--- src/rtl/biriscv_mul_pkg.sv ---
// ----------------------------------------------------------------------------
// biriscv_mul_pkg
// Shared definitions for the pipelined RV32M/RV64M multiplier:
//   - MUL_OP_* : op_i encodings (equal to funct3[1:0] of the M-extension ops)
//   - STAGES_MIN / STAGES_MAX : legal range of the issue-to-result latency
//   - mul_operand_signs() : per-op signedness of the rs1/rs2 operands
// ----------------------------------------------------------------------------
package biriscv_mul_pkg;

    localparam logic [1:0] MUL_OP_MUL    = 2'd0;
    localparam logic [1:0] MUL_OP_MULH   = 2'd1;
    localparam logic [1:0] MUL_OP_MULHSU = 2'd2;
    localparam logic [1:0] MUL_OP_MULHU  = 2'd3;

    localparam int unsigned STAGES_MIN = 2;
    localparam int unsigned STAGES_MAX = 4;

    // Returns {a_signed, b_signed}. rs1 is signed for MULH/MULHSU and rs2
    // only for MULH. MUL takes the low half, which is independent of
    // signedness, so both operands are treated as unsigned there.
    function automatic logic [1:0] mul_operand_signs(input logic [1:0] op);
        logic a_signed;
        logic b_signed;
        a_signed = (op == MUL_OP_MULH) || (op == MUL_OP_MULHSU);
        b_signed = (op == MUL_OP_MULH);
        return {a_signed, b_signed};
    endfunction

endpackage

--- src/rtl/biriscv_mul_tag_pipe.sv ---
// ----------------------------------------------------------------------------
// biriscv_mul_tag_pipe
// DEPTH-deep shift register of {valid, rd, data} with stall and clear.
//   clk_i, rst_n    : clock, synchronous active-low reset
//   hold_i          : freeze every stage
//   clear_i         : load zero into every stage (wins over hold_i)
//   valid_i/rd_i/data_i : entry shifted into the first stage
//   valid_o/rd_o/data_o : last stage contents
//   stage_valid_o   : valid bit of each stage, bit 0 = first stage
// ----------------------------------------------------------------------------
module biriscv_mul_tag_pipe #(
    parameter int unsigned DEPTH = 1,
    parameter int unsigned WIDTH = 32
) (
    input  logic             clk_i,
    input  logic             rst_n,
    input  logic             hold_i,
    input  logic             clear_i,
    input  logic             valid_i,
    input  logic [4:0]       rd_i,
    input  logic [WIDTH-1:0] data_i,
    output logic             valid_o,
    output logic [4:0]       rd_o,
    output logic [WIDTH-1:0] data_o,
    output logic [DEPTH-1:0] stage_valid_o
);

    logic [DEPTH-1:0] valid_q;
    logic [4:0]       rd_q   [DEPTH];
    logic [WIDTH-1:0] data_q [DEPTH];

    always_ff @(posedge clk_i) begin
        if (!rst_n || clear_i) begin
            valid_q <= '0;
            for (int unsigned i = 0; i < DEPTH; i++) begin
                rd_q[i]   <= '0;
                data_q[i] <= '0;
            end
        end else if (!hold_i) begin
            valid_q[0] <= valid_i;
            rd_q[0]    <= rd_i;
            data_q[0]  <= data_i;
            for (int unsigned i = 1; i < DEPTH; i++) begin
                valid_q[i] <= valid_q[i-1];
                rd_q[i]    <= rd_q[i-1];
                data_q[i]  <= data_q[i-1];
            end
        end
    end

    assign valid_o       = valid_q[DEPTH-1];
    assign rd_o          = rd_q[DEPTH-1];
    assign data_o        = data_q[DEPTH-1];
    assign stage_valid_o = valid_q;

endmodule

--- src/rtl/biriscv_mul_pipe.sv ---
// ----------------------------------------------------------------------------
// biriscv_mul_pipe
// Fully pipelined RV32M/RV64M multiplier (MUL/MULH/MULHSU/MULHU), one op per
// cycle, STAGES cycles from issue to result.
//   clk_i, rst_n     : clock, synchronous active-low reset
//   valid_i, op_i    : issue strobe and op (funct3[1:0])
//   rd_i, a_i, b_i   : destination tag and rs1/rs2 operands
//   hold_i           : stall, freezes all stages (valid_i ignored)
//   flush_i          : kill all in-flight ops (wins over hold_i)
//   valid_o, rd_o, result_o : completing op, straight from the last stage
//   stage_valid_o    : bit k set when stage E(k+1) holds a valid op
// E1 registers the extended operands; the product is formed between E1 and
// E2; E2..E_STAGES are a tag pipe carrying {valid, rd, result}.
// ----------------------------------------------------------------------------
module biriscv_mul_pipe
    import biriscv_mul_pkg::*;
#(
    parameter int unsigned XLEN   = 32,
    parameter int unsigned STAGES = 2
) (
    input  logic              clk_i,
    input  logic              rst_n,
    input  logic              valid_i,
    input  logic [1:0]        op_i,
    input  logic [4:0]        rd_i,
    input  logic [XLEN-1:0]   a_i,
    input  logic [XLEN-1:0]   b_i,
    input  logic              hold_i,
    input  logic              flush_i,
    output logic              valid_o,
    output logic [4:0]        rd_o,
    output logic [XLEN-1:0]   result_o,
    output logic [STAGES-1:0] stage_valid_o
);

    if ((STAGES < STAGES_MIN) || (STAGES > STAGES_MAX) ||
        ((XLEN != 32) && (XLEN != 64))) begin : g_param_check
        $error("biriscv_mul_pipe: unsupported XLEN=%0d / STAGES=%0d", XLEN, STAGES);
    end

    // ---------------- E1: operand capture ----------------
    logic            e1_valid_q, e1_valid_d;
    logic            e1_hi_q,    e1_hi_d;
    logic [4:0]      e1_rd_q,    e1_rd_d;
    logic [XLEN:0]   e1_a_q,     e1_a_d;
    logic [XLEN:0]   e1_b_q,     e1_b_d;
    logic [1:0]      op_signs;

    assign op_signs = mul_operand_signs(op_i);

    // Bubbles load all-zero so an idle pipe carries zero results and tags.
    always_comb begin
        e1_valid_d = 1'b0;
        e1_hi_d    = 1'b0;
        e1_rd_d    = '0;
        e1_a_d     = '0;
        e1_b_d     = '0;
        if (valid_i) begin
            e1_valid_d = 1'b1;
            e1_hi_d    = (op_i != MUL_OP_MUL);
            e1_rd_d    = rd_i;
            e1_a_d     = {op_signs[1] & a_i[XLEN-1], a_i};
            e1_b_d     = {op_signs[0] & b_i[XLEN-1], b_i};
        end
    end

    always_ff @(posedge clk_i) begin
        if (!rst_n || flush_i) begin
            e1_valid_q <= 1'b0;
            e1_hi_q    <= 1'b0;
            e1_rd_q    <= '0;
            e1_a_q     <= '0;
            e1_b_q     <= '0;
        end else if (!hold_i) begin
            e1_valid_q <= e1_valid_d;
            e1_hi_q    <= e1_hi_d;
            e1_rd_q    <= e1_rd_d;
            e1_a_q     <= e1_a_d;
            e1_b_q     <= e1_b_d;
        end
    end

    // ---------------- Product (E1 -> E2) ----------------
    // Operands are sign-extended to the full product width so a plain
    // unsigned multiply yields the signed (XLEN+1)x(XLEN+1) product.
    logic [2*XLEN+1:0] prod_a;
    logic [2*XLEN+1:0] prod_b;
    logic [2*XLEN+1:0] prod;
    logic [XLEN-1:0]   e1_result;
    logic              unused_prod_top;

    assign prod_a          = {{(XLEN+1){e1_a_q[XLEN]}}, e1_a_q};
    assign prod_b          = {{(XLEN+1){e1_b_q[XLEN]}}, e1_b_q};
    assign prod            = prod_a * prod_b;
    assign e1_result       = e1_hi_q ? prod[2*XLEN-1:XLEN] : prod[XLEN-1:0];
    assign unused_prod_top = ^prod[2*XLEN+1:2*XLEN];

    // ---------------- E2..E_STAGES ----------------
    logic [STAGES-2:0] tail_stage_valid;

    biriscv_mul_tag_pipe #(
        .DEPTH (STAGES - 1),
        .WIDTH (XLEN)
    ) u_tag_pipe (
        .clk_i         (clk_i),
        .rst_n         (rst_n),
        .hold_i        (hold_i),
        .clear_i       (flush_i),
        .valid_i       (e1_valid_q),
        .rd_i          (e1_rd_q),
        .data_i        (e1_result),
        .valid_o       (valid_o),
        .rd_o          (rd_o),
        .data_o        (result_o),
        .stage_valid_o (tail_stage_valid)
    );

    assign stage_valid_o = {tail_stage_valid, e1_valid_q};

endmodule

--- config.mk ---
export PLATFORM = sky130hd
export DESIGN_NAME = biriscv_mul_pipe
export DESIGN_NICKNAME = d
export VERILOG_FILES = /design/src/rtl/biriscv_mul_pkg.sv /design/src/rtl/biriscv_mul_tag_pipe.sv /design/src/rtl/biriscv_mul_pipe.sv
export SDC_FILE = /design/constraint.sdc
export NUM_CORES = 2
export LEC_CHECK = 0
export BUFFER_PORTS_ARGS = -buffer_cell sky130_fd_sc_hd__clkbuf_2
export CORE_MARGIN = 10
export CORE_UTILIZATION = 36
export CTS_CLUSTER_SIZE = 8
export DETAILED_ROUTE_END_ITERATION = 8
export PLACE_DENSITY = 0.5
export SLEW_MARGIN = 25
export SYNTH_ARGS = -nofsm -noshare
export SYNTH_HDL_FRONTEND = slang
export SYNTH_HIERARCHICAL = 1
export SYNTH_SLANG_ARGS = --single-unit
--- constraint.sdc ---
create_clock -name clk_i -period 21.8 [get_ports clk_i]
set_input_delay 2.18 -clock clk_i [delete_from_list [all_inputs] [get_ports clk_i]]
set_output_delay 2.18 -clock clk_i [all_outputs]
set_load 0.01 [all_outputs]
; Word-level counts from Yosys, hierarchy flattened
; Memories as Yosys holds them, arrays and structs flattened.
; Cells that the tools add are included.
[word_totals]
regBits = 74
ramBits = 37
input_bits = 76
out_inout_bits = 40
wordCells = 34
n_memories = 2
[classes]
mul = 1
n_eq_ne = 2
n_mux = 15
n_bitwise = 2
n_reduce_logical = 6
[mem_list]
columns = name, words, word_bits, read_ports, rd_ports_with_merged_regs, write_ports, line_no
row1 = u_tag_pipe.data_q, 1, 32, 1, 0, 1, biriscv_mul_tag_pipe.sv:30  ; logic [WIDTH-1:0] data_q [DEPTH];
row2 = u_tag_pipe.rd_q, 1, 5, 1, 0, 1, biriscv_mul_tag_pipe.sv:29  ; logic [4:0] rd_q [DEPTH];
[ops]
columns = op, n
row1 = $mux 33, 2
row2 = $mul 33x33->64, 1
row3 = $mux 32, 2
row4 = $reduce_or 32->1, 1
row5 = $mux 5, 2
row6 = $mux 1, 9
row7 = $reduce_or 5->1, 1
row8 = $and 1x1->1, 2
row9 = $eq 2x1->1 const B, 1
row10 = $eq 2x2->1 const B, 1
row11 = $logic_or 1x1->1, 2
row12 = $reduce_bool 2->1, 1
row13 = $logic_not 1->1, 1

; Longest topological paths before layout
[depth]
ltp_word = 6
ltp_mapped = 31
ltp_nobuf = 29

; Cells and area by module
; The synthesis kept the hierarchy.
[modules_own_cells]
columns = mod, instances, cells_each, area_per_inst_um2, seq_area_each_um2
row1 = biriscv_mul_pipe, 1, 4510, 41363.4, 1461.4
row2 = biriscv_mul_tag_pipe, 1, 83, 1480.2, 1131.1

; Worst setup path before layout
; No wires, ideal clock.
[synth_timing]
path_kind = register -> register
from = register e1_b_q[3]
to = memory u_tag_pipe.data_q[0][29], data pin
setup_time_ns = 0.256
t_arrival_ns = 7.846
required_time_ns = 21.544
path_slack_ns = 13.699
stages_incl_launch_ff = 29
path_buffers = 2
synth_period_minus_slack_ns = 8.101
path_cell_list = dfxtp_1 > clkbuf_1 > clkbuf_1 > nand2_1 > inv_1 > fa_1 > fa_1 > fa_1 > fa_1 > inv_1 > fa_1 > inv_1 > fa_1 > fa_1 > inv_1 > fa_1 > inv_1 > ha_1 > nand2_1 > or3_1 > or2_1 > o22ai_2 > o21ai_1 > nand3_1 > nor4_2 > o41ai_2 > xor2_1 > a21o_1 > and2_2
[synth_between]
elab_chain_cells = 3
[synth_lines]
columns = item, line_no
row1 = "start, declared", biriscv_mul_pipe.sv:46  ; logic [XLEN:0] e1_b_q, e1_b_d;
row2 = "start signal, assigned", biriscv_mul_pipe.sv:73  ; e1_b_q <= '0;
row3 = "start signal, assigned", biriscv_mul_pipe.sv:79  ; e1_b_q <= e1_b_d;
row4 = $mul 33x33->64, biriscv_mul_pipe.sv:94  ; assign prod = prod_a * prod_b;
row5 = $mux 32, biriscv_mul_pipe.sv:95  ; assign e1_result = e1_hi_q ? prod[2*XLEN-1:XLEN] : prod[XLEN-1:0];
row6 = net e1_result[29], biriscv_mul_pipe.sv:89  ; logic [XLEN-1:0] e1_result;
row7 = $mux 32 (no source line), --
row8 = "end, declared", biriscv_mul_tag_pipe.sv:30
; The timed path passes the listed nets, and every way through them passes these cells.

; Worst setup path in the final report
[layout_timing]
from = register e1_a_q[8]
to = memory u_tag_pipe.data_q[0][17], data pin
[layout_between]
elab_chain_cells = 3
[layout_lines]
columns = item, line_no
row1 = "start, declared", biriscv_mul_pipe.sv:45  ; logic [XLEN:0] e1_a_q, e1_a_d;
row2 = "start signal, assigned", biriscv_mul_pipe.sv:72  ; e1_a_q <= '0;
row3 = "start signal, assigned", biriscv_mul_pipe.sv:78  ; e1_a_q <= e1_a_d;
row4 = $mul 33x33->64, biriscv_mul_pipe.sv:94
row5 = $mux 32, biriscv_mul_pipe.sv:95
row6 = net e1_result[17], biriscv_mul_pipe.sv:89
row7 = $mux 32 (no source line), --
; The timed path passes the listed nets, and every way through them passes these cells.

==> flow_summary.yaml <==
yosys:
  postSynth.asyncResetShare_pct: 0
  syn_area_sq_um: 42800
  syn_inst: 4593
  synth_top_cells_by_count: "fa_1 (1125), inv_1 (1100), nand2_1 (580)"
  synthAdderAreaFrac_pct: 58.8
  synth_top_family_by_area: "adder cells"
  synth_edf_count: 37
  synthTopCellsByArea: "fa_1 (53%), inv_1 (9.6%), and2_1 (7.9%), ha_1 (6.2%), nand2_1 (5.1%)"
  post-synth-top-count-cell: "fa_1"
  synthMuxAreaShare_pct: 0.257
  synth_top_area_share_pct: 52.6
  syn_nets: 6008
  yosys.area_share.xor_xnor_pct: 1.55
  yosys.area_share.simple_pct: 16.3
  synth_compound_area_share_pct: 4.80
  yosys.area.top_type: "fa_1"
  ys_seq_area_share_pct: 6.05
  synth_top_flop_cell: "dfxtp_1"
  synth_cell_types: 83
  post_synth.cell_area_avg_sq_um: 9.33
  ys_warn_count: 6
  ys_seq_elements: 111
critical_path:
  required_ns: 22.00
  cpMostUsedCell: "fa_1"
  cp_num_buf_inv: 7
  cp_max_fo: 21
  worst_setup_path_end_kind: "flop"
  arrival_ns: 9.01
  rr_worst_depth: 28
  worst_setup_path_start_kind: "flop"
  cp.depth: 28
  path_class: "flop to flop"
  cpLargestDelayFamily: "adder cells"
  critPathSlowestCell: "dfxtp_1"
  r2r_setup_slack_ns: 12.99
  cpPeakStageDelay_ns: 0.77
sta:
  finalMaxSlewViolations: 0
  setup_viol: 0
  hold_viol: 0
  fin_tns_setup_ns: 0
  worst_pin_slew_ns: 0.973
  rsz0062_at_grt: "no"
  fin_skew_ns: 0.0307
  min_period_ns: 8.81
  slew-limit-headroom_pct: 35.1
  fmax_ghz: 0.114
  period_share_pct: 40.4
cells_and_area:
  stdcell_count: 6055
  regArea_sq_um: 2610
  fin_nets: 5929
  fillers: 12052
  finish.utilization_pct: 38.1
  diodes: 0
  drive_above_1_share_pct: 6.17
  syn_to_final_growth_pct: 5.14
  multiInputGateArea_sq_um: 35000
cts:
  clock_latency_ns: 0.45
  ctsResizeCount: 0
  htreeDepth: 3
  cts_tree: "yes"
  clockRootBuffer: "clkbuf_16"
  clock-sinks: 111
  cts.clk_slew.worst_paths_ns: 0.10
  cts_buffer_depth: 2
  holdBufCountCts: 0
  cts_buffers: 9
  cts_setup_buffers: 0
flow_run:
  cap_viol_max_count: 0
routing:
  first_pass_iters: 5
  drc: 0
  drtAntennaViolNets: 0
  wirelength_microns: 123000
  routed_via_density: 4.89
  route.vias.total: 29612
  drt-initial-drc-count: 1400
  avgRoutedWirePerCell_microns: 20.3
floorplanning:
  fp.dieH_microns: 365
  io_pins: 116
  core_sq_um: 118000
  fp-row-count: 126
  dieArea_sq_um: 133000
  start_util_pct: 36.3
  die_x_microns: 365
global_routing:
  grt_pass1_vias: 32736
  overflow: 0
  antenna_found_initial: 3
  grt_max_degree: 58
  grt_pass1_wl_microns: 197000
  track_usage_pct: 19.2
min_path:
  hp-class: "flop to flop"
  min_path_cells: 2
placed_design:
  place.port_buffers: 115
  place_congestion: 0.889
  place_inst: 6039
  detailed_place_hpwl_microns: 101000
outcome:
  status: "finished clean"
power:
  p_leak_nw: 23.2
  peakVddDrop_v: 0.0000400
  power_density_nw_per_um2: 12.2
  power_w: 0.000549
per-stage QoR:
step	hold slack (ns)	area, sq um	setup WS [ns]
after floorplan	0.473	42800	13.70
after global placement	0.482	44700	13.08
after detailed placement	0.497	44700	12.91
after CTS	0.521	45000	12.87
after global routing	0.545	45000	12.47
final	0.516	45000	12.99
cells in the final DEF, fill, tap and decap left out, drive strengths merged, types with 3 or more instances in the layout:
cell type | synthesis | final
nand2 | 581 | 581
a31oi | 7 | 7
nor2 | 126 | 126
edfxtp | 37 | 37
nand3b | 3 | 3
nor3 | 12 | 12
xor2 | 34 | 34
buf | 28 | 64
a221oi | 3 | 3
a211oi | 7 | 7
and2 | 568 | 568
o31ai | 5 | 5
o21bai | 9 | 9
nand2b | 13 | 13
nand3 | 13 | 13
dfxtp | 74 | 74
o21ai | 53 | 53
o21a | 6 | 6
a22oi | 68 | 68
a21oi | 84 | 84
o211ai | 8 | 8
xnor2 | 42 | 42
ha | 214 | 214
a21o | 26 | 26
nor2b | 31 | 31
or3 | 6 | 6
clkbuf | 239 | 123
inv | 1100 | 1106
fa | 1125 | 1125
and4 | 3 | 3
nor3b | 4 | 4
mux2 | 8 | 8
and3 | 8 | 8
nand4 | 13 | 13
a2111oi | 4 | 4
cell families (layout without fill, tap and decap cells):
family,Yosys count,in the layout
xor+xnor,76,76
buf+inv,1368,1294
simple gates,1387,1387
mux,10,10
fa+ha+maj,1339,1339
flops,111,111
compound gates,302,302
final cells by class:
cell class	count	area share, %
Tap cell	1536	4.27
Clock inverter	7	0.208
Inverter	1100	9.17
Sequential cell	111	5.80
Clock buffer	9	0.500
Multi-Input combinational cell	3114	77.7
Timing Repair Buffer	178	2.33
state kept, by name (all words and copies together), names as in the netlist:
register                  cells
e1_a_q                       33
e1_b_q                       33
e1_hi_q                       1
e1_rd_q                       5
e1_valid_q                    1
u_tag_pipe/data_q            32
u_tag_pipe/rd_q               5
u_tag_pipe/stage_valid_o      1
path summary, 6_finish.rpt:
path               from                  endpoint
max           e1_a_q[8]  u_tag_pipe/data_q[0][17]
min          e1_b_q[19]                e1_b_q[19]
max reg2reg   e1_a_q[8]  u_tag_pipe/data_q[0][17]
min reg2reg  e1_b_q[19]                e1_b_q[19]
tightest hold or removal path: cells and delay by family, from the launching register on:
family          cells  cell delay, ns
compound gates      1            0.07
flops               1            0.33
simple gates        1            0.08
metal layers:
metal	global-route usage [%]	share of wire, %	vias up
met5	0	0.011	-
met3	1.59	3.1	116
met2	33.1	50	536
met1	26.0	45	15853
met4	4.61	2.3	2
li1	-	-	13105
power breakdown:
group          internal [W]  total, W  switching [W]
registers          0.000218  0.000228     0.00000974
logic             0.0000364  0.000118      0.0000813
clock network     0.0000853  0.000203       0.000118
total              0.000340  0.000549       0.000209
No activity file was read; power rests on OpenSTA's default activity.
